[src/rtl/link_train_ctrl_pkg.sv]
// Shared definitions for the link training controller: FSM state encoding,
// the default sync pattern and a counter-width helper.
package link_train_pkg;

    typedef enum logic [2:0] {
        ST_IDLE   = 3'd0,
        ST_INIT   = 3'd1,
        ST_SEARCH = 3'd2,
        ST_TRACK  = 3'd3,
        ST_FAIL   = 3'd4
    } lt_state_e;

    localparam logic [31:0] LT_DEFAULT_SYNC_WORD = 32'h0000_F731;

    // Bits needed to hold every value from 0 up to and including limit.
    function automatic int lt_cnt_width(input int unsigned limit);
        return $clog2(limit + 32'd1);
    endfunction

endpackage

[src/rtl/link_train_ctrl_timer.sv]
// lt_timer: loadable up-counter with a terminal-count flag. The controller
// reloads it on every state entry and uses it for both the INIT hold time
// and the SEARCH timeout. It holds at the terminal value rather than wrap.
module lt_timer
    import link_train_pkg::*;
#(
    parameter int W = 11
) (
    input  logic         clk_i,
    input  logic         rst_i,
    input  logic         load_i,
    input  logic [W-1:0] load_val_i,
    input  logic         en_i,
    input  logic [W-1:0] term_i,
    output logic         tc_o
);

    logic [W-1:0] cnt_q;
    logic [W-1:0] cnt_d;

    assign tc_o = (cnt_q == term_i);

    // Next count: load wins over increment; stop at the terminal value.
    always_comb begin
        cnt_d = cnt_q;
        if (load_i) begin
            cnt_d = load_val_i;
        end else if (en_i && !tc_o) begin
            cnt_d = cnt_q + W'(1);
        end else begin
            cnt_d = cnt_q;
        end
    end

    // Count register.
    always_ff @(posedge clk_i or posedge rst_i) begin
        if (rst_i) begin
            cnt_q <= '0;
        end else begin
            cnt_q <= cnt_d;
        end
    end

endmodule

[src/rtl/link_train_ctrl.sv]
// link_train_ctrl: word-alignment training sequencer for one 32-bit lane.
// Pulses PHY_INIT, waits for ALIGNED with timeout and bounded retries, then
// tracks lock by watching the periodic sync word and retrains on loss.
// Build option: define LINK_TRAIN_STATS_EN to get a saturating 16-bit
// relock event counter on relock_cnt_o; otherwise that port is tied to 0.
module link_train_ctrl
    import link_train_pkg::*;
#(
    parameter int unsigned INIT_CYCLES    = 8,
    parameter int unsigned SEARCH_TIMEOUT = 1024,
    parameter int unsigned MAX_RETRY      = 4,
    parameter logic [31:0] SYNC_WORD      = LT_DEFAULT_SYNC_WORD,
    parameter int unsigned SYNC_PERIOD    = 256,
    parameter int unsigned LOCK_MISS      = 3
) (
    input  logic                           clk_i,
    input  logic                           rst_i,
    input  logic                           start_i,
    input  logic                           aligned_i,
    input  logic                           dopush_i,
    input  logic [31:0]                    dout_i,
    output logic                           phy_init_o,
    output logic                           link_up_o,
    output logic                           link_err_o,
    output logic [$clog2(MAX_RETRY+1)-1:0] retry_cnt_o,
    output logic [15:0]                    relock_cnt_o
);

    localparam int unsigned TMAX = (INIT_CYCLES > SEARCH_TIMEOUT) ? INIT_CYCLES : SEARCH_TIMEOUT;
    localparam int TW = lt_cnt_width(TMAX);
    localparam int RW = $clog2(MAX_RETRY + 1);
    localparam int WW = lt_cnt_width(SYNC_PERIOD);
    localparam int MW = lt_cnt_width(LOCK_MISS);

    localparam logic [TW-1:0] INIT_TERM   = TW'(INIT_CYCLES - 1);
    localparam logic [TW-1:0] SEARCH_TERM = TW'(SEARCH_TIMEOUT - 1);
    localparam logic [RW-1:0] RETRY_LAST  = RW'(MAX_RETRY - 1);
    localparam logic [WW-1:0] WORD_LAST   = WW'(SYNC_PERIOD - 1);
    localparam logic [MW-1:0] MISS_LAST   = MW'(LOCK_MISS - 1);

    lt_state_e     state_q, state_d;
    logic          phy_init_q, link_up_q, link_err_q;
    logic [RW-1:0] retry_q, retry_d;
    logic [WW-1:0] wcnt_q, wcnt_d;
    logic [MW-1:0] miss_q, miss_d;

    logic          tmr_load_s;
    logic          tmr_en_s;
    logic          tmr_tc_s;
    logic [TW-1:0] tmr_term_s;
    logic          sync_hit_s;
    logic          period_end_s;

    // The timer restarts from zero whenever the FSM changes state.
    assign tmr_load_s = (state_d != state_q);
    assign tmr_en_s   = (state_q == ST_INIT) || (state_q == ST_SEARCH);
    assign tmr_term_s = (state_q == ST_INIT) ? INIT_TERM : SEARCH_TERM;

    // A sync word on the push that closes a period counts as found.
    assign sync_hit_s   = dopush_i && (dout_i == SYNC_WORD);
    assign period_end_s = dopush_i && !sync_hit_s && (wcnt_q == WORD_LAST);

    lt_timer #(
        .W (TW)
    ) u_timer (
        .clk_i      (clk_i),
        .rst_i      (rst_i),
        .load_i     (tmr_load_s),
        .load_val_i ({TW{1'b0}}),
        .en_i       (tmr_en_s),
        .term_i     (tmr_term_s),
        .tc_o       (tmr_tc_s)
    );

    // Next-state, retry bookkeeping and sync-tracking counters.
    always_comb begin
        state_d = state_q;
        retry_d = retry_q;
        wcnt_d  = wcnt_q;
        miss_d  = miss_q;

        case (state_q)
            ST_IDLE: begin
                if (start_i) begin
                    state_d = ST_INIT;
                end else begin
                    state_d = ST_IDLE;
                end
            end
            ST_INIT: begin
                // ALIGNED is meaningless while the aligner is being cleared.
                if (tmr_tc_s) begin
                    state_d = ST_SEARCH;
                end else begin
                    state_d = ST_INIT;
                end
            end
            ST_SEARCH: begin
                if (aligned_i) begin
                    state_d = ST_TRACK;
                end else if (tmr_tc_s) begin
                    retry_d = retry_q + RW'(1);
                    if (retry_q == RETRY_LAST) begin
                        state_d = ST_FAIL;
                    end else begin
                        state_d = ST_INIT;
                    end
                end else begin
                    state_d = ST_SEARCH;
                end
            end
            ST_TRACK: begin
                if (!aligned_i || (period_end_s && (miss_q == MISS_LAST))) begin
                    retry_d = '0;
                    state_d = ST_INIT;
                end else begin
                    state_d = ST_TRACK;
                end
            end
            ST_FAIL: begin
                state_d = ST_FAIL;
            end
            default: begin
                state_d = ST_IDLE;
            end
        endcase

        // Dropping START aborts from anywhere without counting anything.
        if (!start_i) begin
            state_d = ST_IDLE;
        end else begin
            state_d = state_d;
        end

        if (state_d == ST_IDLE) begin
            retry_d = '0;
        end else begin
            retry_d = retry_d;
        end

        // Word/miss counters only live while tracking; zero on entry.
        if (state_d != ST_TRACK) begin
            wcnt_d = '0;
            miss_d = '0;
        end else if (sync_hit_s) begin
            wcnt_d = '0;
            miss_d = '0;
        end else if (period_end_s) begin
            wcnt_d = '0;
            miss_d = miss_q + MW'(1);
        end else if (dopush_i) begin
            wcnt_d = wcnt_q + WW'(1);
        end else begin
            wcnt_d = wcnt_q;
        end
    end

    // State, counters and outputs decoded from the next state.
    always_ff @(posedge clk_i or posedge rst_i) begin
        if (rst_i) begin
            state_q    <= ST_IDLE;
            retry_q    <= '0;
            wcnt_q     <= '0;
            miss_q     <= '0;
            phy_init_q <= 1'b0;
            link_up_q  <= 1'b0;
            link_err_q <= 1'b0;
        end else begin
            state_q    <= state_d;
            retry_q    <= retry_d;
            wcnt_q     <= wcnt_d;
            miss_q     <= miss_d;
            phy_init_q <= (state_d == ST_INIT);
            link_up_q  <= (state_d == ST_TRACK);
            link_err_q <= (state_d == ST_FAIL);
        end
    end

    assign phy_init_o  = phy_init_q;
    assign link_up_o   = link_up_q;
    assign link_err_o  = link_err_q;
    assign retry_cnt_o = retry_q;

`ifdef LINK_TRAIN_STATS_EN
    logic        relock_inc_s;
    logic [15:0] relock_q;

    assign relock_inc_s = (state_q == ST_TRACK) && (state_d == ST_INIT);

    // Saturating count of loss-of-lock events; only RST clears it.
    always_ff @(posedge clk_i or posedge rst_i) begin
        if (rst_i) begin
            relock_q <= 16'd0;
        end else if (relock_inc_s && (relock_q != 16'hFFFF)) begin
            relock_q <= relock_q + 16'd1;
        end else begin
            relock_q <= relock_q;
        end
    end

    assign relock_cnt_o = relock_q;
`else
    assign relock_cnt_o = 16'd0;
`endif

endmodule
[config.mk]
export PLATFORM = sky130hd
export DESIGN_NAME = link_train_ctrl
export DESIGN_NICKNAME = d
export VERILOG_FILES = /design/src/rtl/link_train_ctrl_pkg.sv /design/src/rtl/link_train_ctrl_timer.sv /design/src/rtl/link_train_ctrl.sv
export SDC_FILE = /design/constraint.sdc
export NUM_CORES = 1
export LEC_CHECK = 0
export ABC_AREA = 1
export CAP_MARGIN = 20
export CORE_MARGIN = 8
export CORE_UTILIZATION = 40
export DETAILED_ROUTE_END_ITERATION = 10
export GPL_TIMING_DRIVEN = 0
export PLACE_DENSITY_LB_ADDON = 0.1
export SYNTH_ARGS = -nofsm -noshare
export SYNTH_HDL_FRONTEND = slang
export SYNTH_SLANG_ARGS = --single-unit
[constraint.sdc]
create_clock -name clk_i -period 1.8 [get_ports clk_i]
set_input_delay 0.27 -clock clk_i [delete_from_list [all_inputs] [get_ports clk_i]]
set_output_delay 0.27 -clock clk_i [all_outputs]
set_load 0.02 [all_outputs]
=== After elaboration in Yosys (flattened, before gate mapping) ===
Cells that the tools add are included.

* Register bits after elaboration: 31
* Input port bits: 37
* Output and inout port bits: 22
* Word-level logic and storage cells: 68

* Add/sub/neg operators: 4
* Equal/unequal tests: 17
* Muxes and demuxes: 22
* Reductions and logical operators: 17

{| class="wikitable"
|+ Operator list
! operator !! number
|-
| $mux 9 || 4
|-
| $eq 32x16->1 const B || 1
|-
| $mux 3 || 8
|-
| $mux 11 || 2
|-
| $pmux 3 s5 || 1
|-
| $eq 3x2->1 const B || 4
|-
| $add 11x1->11 const B || 1
|-
| $eq 11x10->1 || 1
|-
| $mux 10 || 1
|-
| $mux 2 || 5
|-
| $add 9x1->9 const B || 1
|-
| $eq 9x8->1 const B || 1
|-
| $eq 3x1->1 const B || 2
|-
| $eq 3x3->1 const B || 2
|-
| $logic_not 3->1 || 2
|-
| $ne 3x2->1 const B || 2
|-
| $pmux 3 s2 || 1
|-
| $reduce_bool 3->1 || 2
|-
| $logic_and 1x1->1 || 5
|-
| $reduce_and 4->1 || 1
|-
| $reduce_bool 4->1 || 1
|-
| $add 3x1->3 const B || 1
|-
| $logic_not 1->1 || 3
|-
| $ne 3x1->1 const B || 1
|-
| other kinds (6) || 7
|}

=== Depth between registers and ports, before layout ===
* Depth after elaboration: 13
* Mapped depth: 16
* Mapped depth without buffers: 15

=== By module ===
A second synthesis with hierarchy kept.

* Cell total of the unflattened synthesis: 391
* Area, all modules: 2,541.2 sq um

{| class="wikitable"
|+ By module, submodules not included
! module !! times used !! cells each !! area an instance (sq um)
|-
| link_train_ctrl || 1 || 241 || 1,612.8
|-
| lt_timer || 1 || 150 || 928.4
|}

=== Worst setup path before layout ===
Ideal clock, no wire load.

* Path type: register to register
* From: register wcnt_q[0]
* To: register u_timer.cnt_q[0]
* Setup time: 69 ps
* Data arrival time: 1,699 ps
* Data required time: 1,731 ps
* Path slack: 32 ps
* Stages on the path, launching flop included: 15
* Path buffers: 1
* Period minus slack after synthesis: 1,768 ps
* Cell sequence: dfrtp_1 > ha_1 > nand2_1 > inv_1 > nand3_1 > nor3_2 > nand3_1 > nand2_1 > nand3_2 > nand2_1 > nand2_1 > nand2_1 > nand2_1 > buf_6 > nor2_2

* Cells in the longest elaborated chain, start to end: 9
* Elaborated cells between the ends (all ways): 10
* Those cells by class: 2 x eq/ne; 4 x mux; 4 x reduce/logical

{| class="wikitable"
|+ RTL lines
! what !! line !! source
|-
| start: declaration || link_train_ctrl.sv:44 || <nowiki>logic [WW-1:0] wcnt_q, wcnt_d;</nowiki>
|-
| start signal: assignment || link_train_ctrl.sv:171 || <nowiki>wcnt_q <= wcnt_d;</nowiki>
|-
| $eq 9x8->1 (*) || link_train_ctrl.sv:61 || <nowiki>assign period_end_s = dopush_i && !sync_hit_s && (wcnt_q == WORD_LAST);</nowiki>
|-
| $logic_and 1x1->1 (*) || link_train_ctrl.sv:61 ||
|-
| $logic_and 1x1->1 (*) || link_train_ctrl.sv:113 || <nowiki>if (!aligned_i || (period_end_s && (miss_q == MISS_LAST))) begin</nowiki>
|-
| $logic_or 1x1->1 (*) || link_train_ctrl.sv:113 ||
|-
| $mux 2 (*) || link_train_ctrl.sv:113 ||
|-
| $pmux 3 s5 (*) || link_train_ctrl.sv:82 || <nowiki>case (state_q)</nowiki>
|-
| $mux 3 (*) || link_train_ctrl.sv:129 || <nowiki>if (!start_i) begin</nowiki>
|-
| $ne 3x3->1 (*) || link_train_ctrl.sv:55 || <nowiki>assign tmr_load_s = (state_d != state_q);</nowiki>
|-
| $mux 11 or $reduce_bool 2->1 (tied branches) || - ||
|-
| end signal: assignment || link_train_ctrl_timer.sv:40 || <nowiki>cnt_q <= cnt_d;</nowiki>
|-
| end: declaration || link_train_ctrl_timer.sv:18 || <nowiki>logic [W-1:0] cnt_q;</nowiki>
|}

Every way passes the cells marked *; elsewhere a longest branch is shown, timed or not.
A chain may end at the register's enable or synchronous reset.

=== Final worst setup path ===
* From: register u_timer.cnt_q[1]
* To: register u_timer.cnt_q[2]

* Cells in the longest elaborated chain, start to end: 7
* Elaborated cells between the ends (all ways): 13
* Those cells by class: 1 x add/sub; 2 x eq/ne; 7 x mux; 3 x reduce/logical

{| class="wikitable"
|+ RTL lines
! what !! line !! source
|-
| $eq 11x10->1 || link_train_ctrl_timer.sv:21 || <nowiki>assign tc_o = (cnt_q == term_i);</nowiki>
|-
| $mux 3 || link_train_ctrl.sv:101 || <nowiki>end else if (tmr_tc_s) begin</nowiki>
|-
| $mux 3 || link_train_ctrl.sv:99 || <nowiki>if (aligned_i) begin</nowiki>
|-
| $pmux 3 s5 || link_train_ctrl.sv:82 ||
|-
| $mux 3 || link_train_ctrl.sv:129 ||
|-
| $ne 3x3->1 || link_train_ctrl.sv:55 ||
|-
| $mux 11 or $reduce_bool 2->1 (tied branches) || - ||
|}

Parallel ways exist; a longest one is shown, timed or not. The select of a mux whose other input is x is not followed.

==> flow_summary.ini <==
[setup_path]
path_max_fanout = 5
required_ns = 2.01
endpoint_kind = register
cp_data_arrival_time_ns = 2.17
crit_type = register to register
startpoint_type = register

[clocking]
htree_levels = 2
cts_buffer_depth = 2
cts.clk_slew.worst_paths_ns = 0.07
cts_sinks = 31
postCtsHoldBufs = 0
cts_tree = done
root_buffer = clkbuf_8
clk_latency_ns = 0.28
cts_buffers = 5

[drt]
drtIter0Drc = 98
ant_nets = 0
vias = 2088
wl_per_cell_um = 12.1
drt-pass1-iter-count = 4
avgViaCountPerCell = 4.59
wl_mm = 5.51
drc = 0

[die]
fp.coreArea_um2 = 5140
die_y_um = 89.1
rows = 26
dieArea_um2 = 7930
die_w_um = 89.1
boundaryPins = 59
start_util = 0.416

[sta]
hold_viol = 0
fin_setup_tns_ns = -2.34
drv_slew = 0
timing.fmax_ghz = 0.510
setup_ws_ns = -0.160
setup_violations = 22
period_minus_slack_ns = 1.96
whs_ns = 0.418
rsz0062_at_grt = true
max_slew_margin = 0.503
min_period_over_period = 1.09
skew_ns = 0.00839
worst_pin_slew_ns = 0.745

[placement]
preCtsSetupSlack_ns = -0.416
gp_congestion = 0.802
place_hpwl_mm = 3.83
numPortBuffers = 42

[synth]
syn_area_um2 = 2140
synth-edff-count = 0
synth_area_leaders = dfrtp_1, nand2_1, nand3_1, nor2_1, buf_4
ys_seq_elements = 31
yosys.area.top_type_share = 0.363
yosysWarnings = 0
netlist_instances = 290
yosysUniqueCellTypes = 30
synth-main-ff-cell = dfrtp_1
yosysTopAreaCell = dfrtp_1
seq_area_frac_synth = 0.363
synthArstFlopShare = 1.00
synth_area_per_cell_um2 = 7.36

[power]
switchingPower_mw = 0.402
power.share.sequential = 0.441
leakage_nw = 1.54
clkPwrFrac = 0.375
ir_drop_v = 0.000412
p_int_mw = 1.22
swShare = 0.248
p_comb_frac = 0.184
powerDensity_nw_per_um2 = 513

[grt]
grt_max_degree = 17
overflow = 0
grt_pass1_wl_mm = 8.98
antenna_found_initial = 0
grt_usage = 0.144
grt_pass1_vias = 1964

[final_layout]
final_common_cell = nand2_1
area_growth_pct = 47.9
diodes = 0
fin_nets = 426
layout_common_cells = nand2_1, buf_4, clkdlybuf4s50_1
drive_above_1_share = 0.288

[status]
failed_checks = setup timing
outcome = finished, violations left

[flow_run]
drv_cap = 0

[worst_hold_path]
hp-class = input pin to async pin
==> final cells by class <==
cell class / count / area [µm²]
Buffer: 21 / 161
Clock buffer: 8 / 100
Fill cell: 482 / 1980
Inverter: 32 / 120
Multi-Input combinational cell: 221 / 1240
Sequential cell: 31 / 778
Tap cell: 70 / 87.6
Timing Repair Buffer: 72 / 673
==> flip-flops by register name, indices dropped and copies added, names as in the netlist <==
| name | cells |
|---|---|
| wcnt_q | 9 |
| u_timer.cnt_q | 11 |
| link_err_o | 1 |
| retry_cnt_o | 3 |
| miss_q | 2 |
| link_up_o | 1 |
| phy_init_o | 1 |
| state_q | 3 |
==> metrics by stage <==
stage,area [µm²],power [mW],util,std cells
2_1_floorplan,2190,0.870,-,305
3_3_place_gp,2700,0.968,0.525,417
3_5_place_dp,2730,0.980,0.531,418
4_1_cts,3020,1.62,0.587,445
5_1_grt,3160,1.70,0.615,455
6_report,3160,1.62,0.615,455
==> synth_stat cells (5+ instances only) <==
cell / number
nand2_1: 63
nor2_1: 37
nand3_1: 33
dfrtp_1: 31
inv_1: 30
buf_4: 18
nor2_2: 12
nor3_1: 7
xnor2_1: 7
xor2_1: 7
a21oi_1: 6
nand4_1: 6
ha_1: 5
nand2_2: 5
==> cell families after synthesis <==
family,count (synthesis),share of synthesized area
and+or+nand+nor,175,0.382
DFF,31,0.363
buffers and inverters,53,0.128
muxes,2,0.00996
adders and majority gates,5,0.0293
xor gates and xnor gates,14,0.0574
other,1,0.00176
AOI/OAI and AO/OA,9,0.0281
==> per-layer routing <==
layer	vias up	global-route usage	part of all wire
li1	1079	-	-
met4	0	0.0332	0.015
met5	-	0	0
met3	8	0.0377	0.077
met1	950	0.176	0.43
met2	51	0.245	0.48
==> final timing paths <==
kind,from,end,slack [ns],cells after the start
worst max register to register,u_timer.cnt_q[1],u_timer.cnt_q[2],-0.16,15
worst max-delay path,u_timer.cnt_q[1],u_timer.cnt_q[2],-0.16,15
max in group asynchronous,rst_i,state_q[2],0.84,3
worst min-delay path,rst_i,u_timer.cnt_q[5],0.42,2
min in group clk_i,miss_q[0],miss_q[0],0.53,2
worst min register to register,miss_q[0],miss_q[0],0.53,2
==> critical path, cell delays in order (launching register included) <==
cell,delay [ns]
dfrtp_1,0.36
ha_2,0.19
inv_2,0.04
nor2_2,0.11
nand2_2,0.07
a21oi_4,0.18
buf_6,0.13
nand3_2,0.06
nand2_2,0.09
nand3_2,0.10
nand2_2,0.10
nand2_1,0.07
nand2_1,0.07
nand2_2,0.10
buf_6,0.15
nor2_2,0.07
==> power groups by stage <==
stage | Combinational [mW] | Sequential, mW | Clock [mW]
final | 0.298 | 0.715 | 0.607
after global placement | 0.238 | 0.729 | 0
after floorplan | 0.140 | 0.730 | 0
after CTS | 0.277 | 0.715 | 0.628
after global routing | 0.328 | 0.715 | 0.655
after detailed placement | 0.250 | 0.730 | 0
==> what timing repair did <==
item                       4_1_cts  5_1_grt
cloned                           1        0
pin swaps                        6       16
resized for setup               16       21
setup buffers                   19       10
setup endpoints to repair       25       27
(Power assumes the default switching activity.)
